===== config.mk =====
export PLATFORM = sky130hd
export DESIGN_NAME = arcade_input_mapper
export DESIGN_NICKNAME = d
export VERILOG_FILES = /design/src/rtl/arcade_input_mapper.sv
export SDC_FILE = /design/constraint.sdc
export NUM_CORES = 1
export LEC_CHECK = 0
export ABC_AREA = 1
export CAP_MARGIN = 25
export CORE_MARGIN = 2
export CORE_UTILIZATION = 50
export DETAILED_ROUTE_END_ITERATION = 8
export PLACE_DENSITY = 0.79
export SLEW_MARGIN = 10
export SYNTH_ARGS = -nofsm -noshare
export SYNTH_HDL_FRONTEND = slang
export SYNTH_SLANG_ARGS = --single-unit

===== constraint.sdc =====
create_clock -name CLK -period 2 [get_ports CLK]
set_input_delay 0.4 -clock CLK [delete_from_list [all_inputs] [get_ports CLK]]
set_output_delay 0.4 -clock CLK [all_outputs]
set_load 0.01 [all_outputs]

===== src/rtl/arcade_input_mapper.sv =====
`default_nettype none
// ============================================================================
// Module   : arcade_input_mapper
// Purpose  : Player-input front end for arcade cores. Decodes PS/2 key
//            events and per-player joystick words into registered,
//            active-high direction / fire / start / skip / coin controls,
//            with screen-rotation remapping and a coin-then-start sequencer.
// Options  : INPUT_AUTOFIRE_EN - when defined, adds per-player autofire.
// Revision : 1.0 - initial release
// ============================================================================
module arcade_input_mapper #(
  parameter int PLAYERS        = 2,
  parameter int TICK_DIV       = 24000,
  parameter int COIN_TICKS     = 100,
  parameter int GAP_TICKS      = 100,
  parameter int START_TICKS    = 100,
  parameter int AUTOFIRE_TICKS = 4
) (
  input  logic                   CLK,
  input  logic                   RESET,
  input  logic [10:0]            ps2_key,
  input  logic [16*PLAYERS-1:0]  joy,
  input  logic [1:0]             rotate,
  input  logic [PLAYERS-1:0]     autofire_en,
  output logic [4*PLAYERS-1:0]   out_dir,
  output logic [PLAYERS-1:0]     out_fire,
  output logic [PLAYERS-1:0]     out_start,
  output logic                   out_skip,
  output logic                   out_coin,
  output logic                   busy
);

  // --------------------------------------------------------------------------
  // Constants
  // --------------------------------------------------------------------------
  localparam int c_MAX_TICKS = (COIN_TICKS > GAP_TICKS) ?
                               ((COIN_TICKS > START_TICKS) ? COIN_TICKS : START_TICKS) :
                               ((GAP_TICKS > START_TICKS) ? GAP_TICKS : START_TICKS);
  localparam int c_PRE_W = $clog2(TICK_DIV + 1);
  localparam int c_TCK_W = $clog2(c_MAX_TICKS + 1);
  localparam int c_IDX_W = (PLAYERS > 1) ? $clog2(PLAYERS) : 1;

  localparam logic [c_PRE_W-1:0] c_PRE_LAST   = c_PRE_W'(TICK_DIV - 1);
  localparam logic [c_TCK_W-1:0] c_COIN_LAST  = c_TCK_W'(COIN_TICKS - 1);
  localparam logic [c_TCK_W-1:0] c_GAP_LAST   = c_TCK_W'(GAP_TICKS - 1);
  localparam logic [c_TCK_W-1:0] c_START_LAST = c_TCK_W'(START_TICKS - 1);

`ifdef INPUT_AUTOFIRE_EN
  localparam int                 c_AF_W    = $clog2(AUTOFIRE_TICKS + 1);
  localparam logic [c_AF_W-1:0]  c_AF_LAST = c_AF_W'(AUTOFIRE_TICKS - 1);
`endif

  localparam logic [1:0] c_ST_IDLE  = 2'd0;
  localparam logic [1:0] c_ST_COIN  = 2'd1;
  localparam logic [1:0] c_ST_GAP   = 2'd2;
  localparam logic [1:0] c_ST_START = 2'd3;

  // --------------------------------------------------------------------------
  // Keyboard decode
  // --------------------------------------------------------------------------
  logic       r_key_tog;
  logic       r_kb_up;
  logic       r_kb_down;
  logic       r_kb_left;
  logic       r_kb_right;
  logic       r_kb_fire_a;
  logic       r_kb_fire_b;
  logic       r_kb_skip;
  logic       w_key_event;
  logic       w_key_pressed;
  logic [8:0] w_key_code;

  assign w_key_event   = (ps2_key[10] != r_key_tog);
  assign w_key_pressed = ps2_key[9];
  assign w_key_code    = ps2_key[8:0];

  // Track the toggle bit and latch held state of the shared (player 0) keys.
  // Direction keys match on the low byte only so the E0 prefix is ignored.
  always_ff @(posedge CLK) begin
    if (RESET) begin
      r_key_tog   <= ps2_key[10];
      r_kb_up     <= 1'b0;
      r_kb_down   <= 1'b0;
      r_kb_left   <= 1'b0;
      r_kb_right  <= 1'b0;
      r_kb_fire_a <= 1'b0;
      r_kb_fire_b <= 1'b0;
      r_kb_skip   <= 1'b0;
    end else begin
      r_key_tog <= ps2_key[10];
      if (w_key_event) begin
        if (w_key_code[7:0] == 8'h75) r_kb_up     <= w_key_pressed;
        if (w_key_code[7:0] == 8'h72) r_kb_down   <= w_key_pressed;
        if (w_key_code[7:0] == 8'h6B) r_kb_left   <= w_key_pressed;
        if (w_key_code[7:0] == 8'h74) r_kb_right  <= w_key_pressed;
        if (w_key_code == 9'h029)     r_kb_fire_a <= w_key_pressed;
        if (w_key_code == 9'h014)     r_kb_fire_b <= w_key_pressed;
        if (w_key_code == 9'h003)     r_kb_skip   <= w_key_pressed;
      end
    end
  end

  // --------------------------------------------------------------------------
  // Per-player merge, rotation, fire
  // --------------------------------------------------------------------------
  logic [PLAYERS-1:0] w_start_req;
  logic [PLAYERS-1:0] w_pad_skip;
  logic [PLAYERS-1:0] w_pad_unused;

  genvar p;
  generate
    for (p = 0; p < PLAYERS; p = p + 1) begin : g_player
      localparam logic [8:0] c_START_CODE = (p == 0) ? 9'h005 :
                                            (p == 1) ? 9'h006 :
                                            (p == 2) ? 9'h004 : 9'h00C;
      logic [15:0] w_joy_word;
      logic        r_kb_start;
      logic        w_up;
      logic        w_down;
      logic        w_left;
      logic        w_right;
      logic        w_fire;
      logic [3:0]  w_rot;
      logic [3:0]  r_dir;
      logic        r_fire_o;

      assign w_joy_word = joy[16*p +: 16];

      // Held state of this player's keyboard start key.
      always_ff @(posedge CLK) begin
        if (RESET) begin
          r_kb_start <= 1'b0;
        end else if (w_key_event && (w_key_code == c_START_CODE)) begin
          r_kb_start <= w_key_pressed;
        end
      end

      if (p == 0) begin : g_kb_merge
        assign w_up    = w_joy_word[3] | r_kb_up;
        assign w_down  = w_joy_word[2] | r_kb_down;
        assign w_left  = w_joy_word[1] | r_kb_left;
        assign w_right = w_joy_word[0] | r_kb_right;
        assign w_fire  = w_joy_word[4] | r_kb_fire_a | r_kb_fire_b;
      end else begin : g_pad_only
        assign w_up    = w_joy_word[3];
        assign w_down  = w_joy_word[2];
        assign w_left  = w_joy_word[1];
        assign w_right = w_joy_word[0];
        assign w_fire  = w_joy_word[4];
      end

      assign w_start_req[p]  = w_joy_word[5] | r_kb_start;
      assign w_pad_skip[p]   = w_joy_word[7];
      assign w_pad_unused[p] = ^{w_joy_word[15:8], w_joy_word[6]};

      // Remap logical directions to screen orientation; result is {u,d,l,r}.
      always_comb begin
        w_rot = {w_up, w_down, w_left, w_right};
        case (rotate)
          2'd1:    w_rot = {w_left,  w_right, w_down, w_up};
          2'd2:    w_rot = {w_down,  w_up,    w_right, w_left};
          2'd3:    w_rot = {w_right, w_left,  w_up,   w_down};
          default: w_rot = {w_up,    w_down,  w_left, w_right};
        endcase
      end

      // Register the rotated direction nibble.
      always_ff @(posedge CLK) begin
        if (RESET) begin
          r_dir <= 4'b0000;
        end else begin
          r_dir <= w_rot;
        end
      end

`ifdef INPUT_AUTOFIRE_EN
      logic               r_fire_prev;
      logic               r_phase;
      logic [c_PRE_W-1:0] r_af_pre;
      logic [c_AF_W-1:0]  r_af_tck;
      logic               w_fire_rise;
      logic               w_af_last;
      logic               w_phase_next;

      assign w_fire_rise  = w_fire & ~r_fire_prev;
      assign w_af_last    = (r_af_pre == c_PRE_LAST) && (r_af_tck == c_AF_LAST);
      assign w_phase_next = w_fire_rise ? 1'b1 : (w_af_last ? ~r_phase : r_phase);

      // Autofire phase: restarts high on each fire press, flips every half-period.
      always_ff @(posedge CLK) begin
        if (RESET) begin
          r_fire_prev <= 1'b0;
          r_phase     <= 1'b0;
          r_af_pre    <= '0;
          r_af_tck    <= '0;
          r_fire_o    <= 1'b0;
        end else begin
          r_fire_prev <= w_fire;
          r_phase     <= w_phase_next;
          if (w_fire_rise) begin
            r_af_pre <= '0;
            r_af_tck <= '0;
          end else if (w_fire) begin
            if (r_af_pre == c_PRE_LAST) begin
              r_af_pre <= '0;
              r_af_tck <= (r_af_tck == c_AF_LAST) ? '0 : r_af_tck + c_AF_W'(1);
            end else begin
              r_af_pre <= r_af_pre + c_PRE_W'(1);
            end
          end
          r_fire_o <= w_fire & (autofire_en[p] ? w_phase_next : 1'b1);
        end
      end
`else
      // Plain fire: one-cycle registered copy of the logical fire.
      always_ff @(posedge CLK) begin
        if (RESET) begin
          r_fire_o <= 1'b0;
        end else begin
          r_fire_o <= w_fire;
        end
      end
`endif

      assign out_dir[4*p +: 4] = r_dir;
      assign out_fire[p]       = r_fire_o;
    end
  endgenerate

  // Bits of the joystick words (and options) that this block does not use.
  logic w_unused;
`ifdef INPUT_AUTOFIRE_EN
  assign w_unused = ^w_pad_unused;
`else
  assign w_unused = ^{w_pad_unused, autofire_en, AUTOFIRE_TICKS};
`endif

  // --------------------------------------------------------------------------
  // Skip
  // --------------------------------------------------------------------------
  logic r_skip;

  // Skip comes from F5 or any player's skip button.
  always_ff @(posedge CLK) begin
    if (RESET) begin
      r_skip <= 1'b0;
    end else begin
      r_skip <= r_kb_skip | (|w_pad_skip);
    end
  end

  assign out_skip = r_skip;

  // --------------------------------------------------------------------------
  // Coin-then-start sequencer
  // --------------------------------------------------------------------------
  logic [1:0]         r_state;
  logic [1:0]         w_state_next;
  logic [c_PRE_W-1:0] r_pre;
  logic [c_PRE_W-1:0] w_pre_next;
  logic [c_TCK_W-1:0] r_tck;
  logic [c_TCK_W-1:0] w_tck_next;
  logic [c_TCK_W-1:0] w_tck_last;
  logic [c_IDX_W-1:0] r_player;
  logic [c_IDX_W-1:0] w_player_next;
  logic [PLAYERS-1:0] r_req_prev;
  logic [PLAYERS-1:0] w_req_rise;
  logic               r_coin;
  logic               r_busy;
  logic [PLAYERS-1:0] r_start;

  assign w_req_rise = w_start_req & ~r_req_prev;

  // Final tick index of the current timed state.
  always_comb begin
    w_tck_last = c_COIN_LAST;
    case (r_state)
      c_ST_GAP:   w_tck_last = c_GAP_LAST;
      c_ST_START: w_tck_last = c_START_LAST;
      default:    w_tck_last = c_COIN_LAST;
    endcase
  end

  // Next-state logic: idle waits for a fresh start edge, timed states count
  // TICK_DIV-cycle ticks and advance on the last one.
  always_comb begin
    w_state_next  = r_state;
    w_pre_next    = r_pre;
    w_tck_next    = r_tck;
    w_player_next = r_player;
    case (r_state)
      c_ST_IDLE: begin
        if (|w_req_rise) begin
          w_state_next = c_ST_COIN;
          w_pre_next   = '0;
          w_tck_next   = '0;
          for (int i = PLAYERS - 1; i >= 0; i--) begin
            if (w_req_rise[i]) w_player_next = c_IDX_W'(i);
          end
        end
      end
      default: begin
        if (r_pre == c_PRE_LAST) begin
          w_pre_next = '0;
          if (r_tck == w_tck_last) begin
            w_tck_next   = '0;
            w_state_next = (r_state == c_ST_COIN) ? c_ST_GAP :
                           (r_state == c_ST_GAP)  ? c_ST_START : c_ST_IDLE;
          end else begin
            w_tck_next = r_tck + c_TCK_W'(1);
          end
        end else begin
          w_pre_next = r_pre + c_PRE_W'(1);
        end
      end
    endcase
  end

  // State, counters and outputs registered from the next-state decode.
  always_ff @(posedge CLK) begin
    if (RESET) begin
      r_state    <= c_ST_IDLE;
      r_pre      <= '0;
      r_tck      <= '0;
      r_player   <= '0;
      r_req_prev <= '0;
      r_coin     <= 1'b0;
      r_busy     <= 1'b0;
      r_start    <= '0;
    end else begin
      r_state    <= w_state_next;
      r_pre      <= w_pre_next;
      r_tck      <= w_tck_next;
      r_player   <= w_player_next;
      r_req_prev <= w_start_req;
      r_coin     <= (w_state_next == c_ST_COIN);
      r_busy     <= (w_state_next != c_ST_IDLE);
      for (int i = 0; i < PLAYERS; i++) begin
        r_start[i] <= (w_state_next == c_ST_START) && (w_player_next == c_IDX_W'(i));
      end
    end
  end

  assign out_coin  = r_coin;
  assign busy      = r_busy;
  assign out_start = r_start;

endmodule
`default_nettype wire


==> out/qor.yml <==
clock_network:
  cts_max_level: 2
  worstSkewPairLatency_ns: 0.32
  cts_buffers: 5
  cts-root-buf: "clkbuf_8"
  clk_pin_slew_ns: 0.10
  cts_tree: "built"
  hold_buffers: 0
  post-cts-setup-buffers: 0
  clock_path_buffers: 2
  post_cts_resized: 0
  cts.sinks: 52
floorplan:
  die_x_um: 79.2
  row_count: 27
  die_h_um: 79.2
  dieArea_um2: 6270
  core_um2: 5470
  start_util_pct: 51.6
  pin_count: 64
logic_synthesis:
  synth-edff-count: 0
  synth_ff_type: "dfxtp_1"
  synth_cells: 417
  ys_seq_elements: 52
  synth-seq-area-share_pct: 36.8
  synth_area_um2: 2830
  synth_top_area_share_pct: 36.8
  syn_avg_cell_area_um2: 6.78
  yosys_warnings: 0
  synth_cell_type_count: 35
  yosys-top-cells-area: "dfxtp_1, nand2_1, inv_1"
  syn-num-nets: 470
  yosys.area.top_type: "dfxtp_1"
  async_flop_share_pct: 0
layout:
  layout_commonest_cell: "nand2_1"
  seqCellArea_um2: 1040
  area_growth_pct: 21.3
  diodes: 0
  nets: 514
  drive_gt1_share_pct: 7.79
  multi_input_comb_area_um2: 1530
  layout_common_cells: "nand2_1, dfxtp_1, inv_1, nor2_1, clkdlybuf4s50_1"
  fill_cells: 506
power_and_ir_drop:
  ir_worst_vdd_uv: 398
  p_sw_share_pct: 28.5
  power_mw: 2.09
  power_frac_comb_pct: 17.0
  p_per_area_nw_per_um2: 609
  pwr-share-clk_pct: 30.8
  p_leak_nw: 1.41
  p_int_mw: 1.49
  power.switching_mw: 0.594
  seqPwrFrac_pct: 52.2
routing:
  drt-total-wl_um: 6070
  firstDrtPassIters: 4
  wl_per_cell_um: 11.4
  first_iter_violations: 118
  drc_errors: 0
  ant_nets: 0
  viasPerCell: 5.19
  via_count: 2771
setup_path:
  cp-startpoint: "r_pre[0]"
  crit_end: "r_pre[1]"
  reg2reg_to: "r_pre[1]"
  critPathMaxStageDelay_ns: 0.38
  r2r_setup_slack_ns: 0.37
  crit_chain: "ha_1 > nand2_4 > nor3_4 > nand4_1 > nand2_1 > inv_2 > nand2_1 > a21oi_1"
  critPathKind: "reg2reg"
  cp_num_cells: 8
  required_ns: 2.21
  end_kind: "flop"
  r2r_cells: 8
  critPathBufInv: 1
  cpMostUsedCell: "nand2_1"
  arrival_ns: 1.84
  crit_fanout: 9
  slowest_stage: "dfxtp_1"
  worstReg2RegStart: "r_pre[0]"
  cp-start-kind: "flop"
  crit_family: "simple AND/OR/NAND/NOR gates"
worst_hold_path:
  hp-class: "reg2reg"
  holdPathStages: 2
flow_run:
  maxCapViolCount: 0
timing:
  hold_viol: 0
  fmax_ghz: 0.613
  fin_worst_skew_ns: 0.00792
  rsz0062_at_grt: "false"
  slew_violations: 0
  period_share_pct: 81.5
  finalSetupViolCount: 0
  hold_slack_ns: 0.452
  slew_headroom_pct: 64.9
  setup-tns-final_ns: 0
  worst_slack_ns: 0.370
  fin_crit_ns: 1.63
  worstMarginPinSlew_ns: 0.524
grt:
  first_global_vias: 2601
  grtUsageTotal_pct: 20.9
  grt_max_degree: 25
  grt-ovfl-total: 0
  grt_pass1_wl_um: 10800
  antenna_found_initial: 0
placed_design:
  io_buffer_count: 43
  gp_congestion: 0.878
  dp_slack_ns: 0.0391
  dp_hpwl_um: 4520
outcome:
  status: "complete, no violations"
-- Yosys cell counts, types with 3 or more instances --
master    number
a22oi_1        4
nand2_1      102
nand3_2        3
xor2_1         3
buf_4          3
clkbuf_1       3
nand2_4        3
a21oi_1       32
nand3_1       31
nand4_1       13
ha_1           4
o21ai_0       23
dfxtp_1       52
a221oi_1       3
a31oi_1        5
nor3_1         9
or2_2          6
nor2_1        48
inv_1         49
-- cells by family after synthesis --
group / after synthesis / share of synthesized area [%]
AO/OA/AOI/OAI: 69 / 13.3
XOR/XNOR: 4 / 1.24
adder cells (fa/ha/maj): 4 / 1.77
buffers and inverters: 62 / 9.03
flip-flops: 52 / 36.8
AND/OR/NAND/NOR: 226 / 37.8
-- power groups by stage --
stage | Clock (mW) | Sequential [mW] | Combinational, mW
floorplan | 0 | 1.12 | 0.190
global route | 0.700 | 1.09 | 0.393
CTS | 0.653 | 1.09 | 0.354
finish | 0.643 | 1.09 | 0.355
detailed placement | 0 | 1.11 | 0.353
global placement | 0 | 1.11 | 0.347
-- per-layer routing --
layer / part of all wire [%] / vias up / routed length (um) / track usage (%)
li1: - / 1455 / - / -
met1: 46 / 1227 / 2780 / 26.1
met2: 48 / 78 / 2890 / 36.9
met3: 5.0 / 11 / 301 / 3.64
met4: 1.6 / 0 / 98 / 5.86
met5: 0 / - / 0 / 0
-- stage by stage --
step | util [%] | area [um^2] | cells
detailed placement | 60.9 | 3330 | 526
finish | 62.6 | 3430 | 534
global route | 62.6 | 3430 | 534
CTS | 62.6 | 3430 | 534
global placement | 60.9 | 3330 | 526
floorplan | - | 2830 | 417
-- worst register-to-register path: cells and delay by family, from the launching register on --
kind	cells	cell delay, ns
AO/OA/AOI/OAI	1	0.06
buffers and inverters	1	0.11
adder cells (fa/ha/maj)	1	0.23
flip-flops	1	0.38
AND/OR/NAND/NOR	5	0.74
-- state kept, by name, summed over array words and instances, names as in the netlist, 2 cells and up --
| signal | flops |
|---|---|
| r_state | 2 |
| r_tck | 7 |
| out_start | 2 |
| g_player.r_kb_start | 2 |
| g_player.r_dir | 8 |
| g_player.r_fire_o | 2 |
| r_pre | 15 |
| r_req_prev | 2 |
-- worst min-delay path by stage --
| stage | to | slack (ns) | startpoint |
|---|---|---|---|
| CTS | r_kb_down | 0.46 | r_kb_down |
| finish | r_kb_down | 0.45 | r_kb_down |
| floorplan | r_kb_right | 0.42 | r_kb_right |
| global route | r_kb_up | 0.49 | r_kb_up |
| detailed placement | r_kb_right | 0.44 | r_kb_right |
| global placement | r_kb_right | 0.44 | r_kb_right |
-- final cells by class --
class                           count  area share, %
Multi-Input combinational cell    303           44.6
Sequential cell                    52           30.4
Timing Repair Buffer               48           14.0
Inverter                           51           5.58
Tap cell                           72           2.63
Clock buffer                        5           2.01
Clock inverter                      3          0.766
Note: power is estimated with default switching activity, not from simulation.
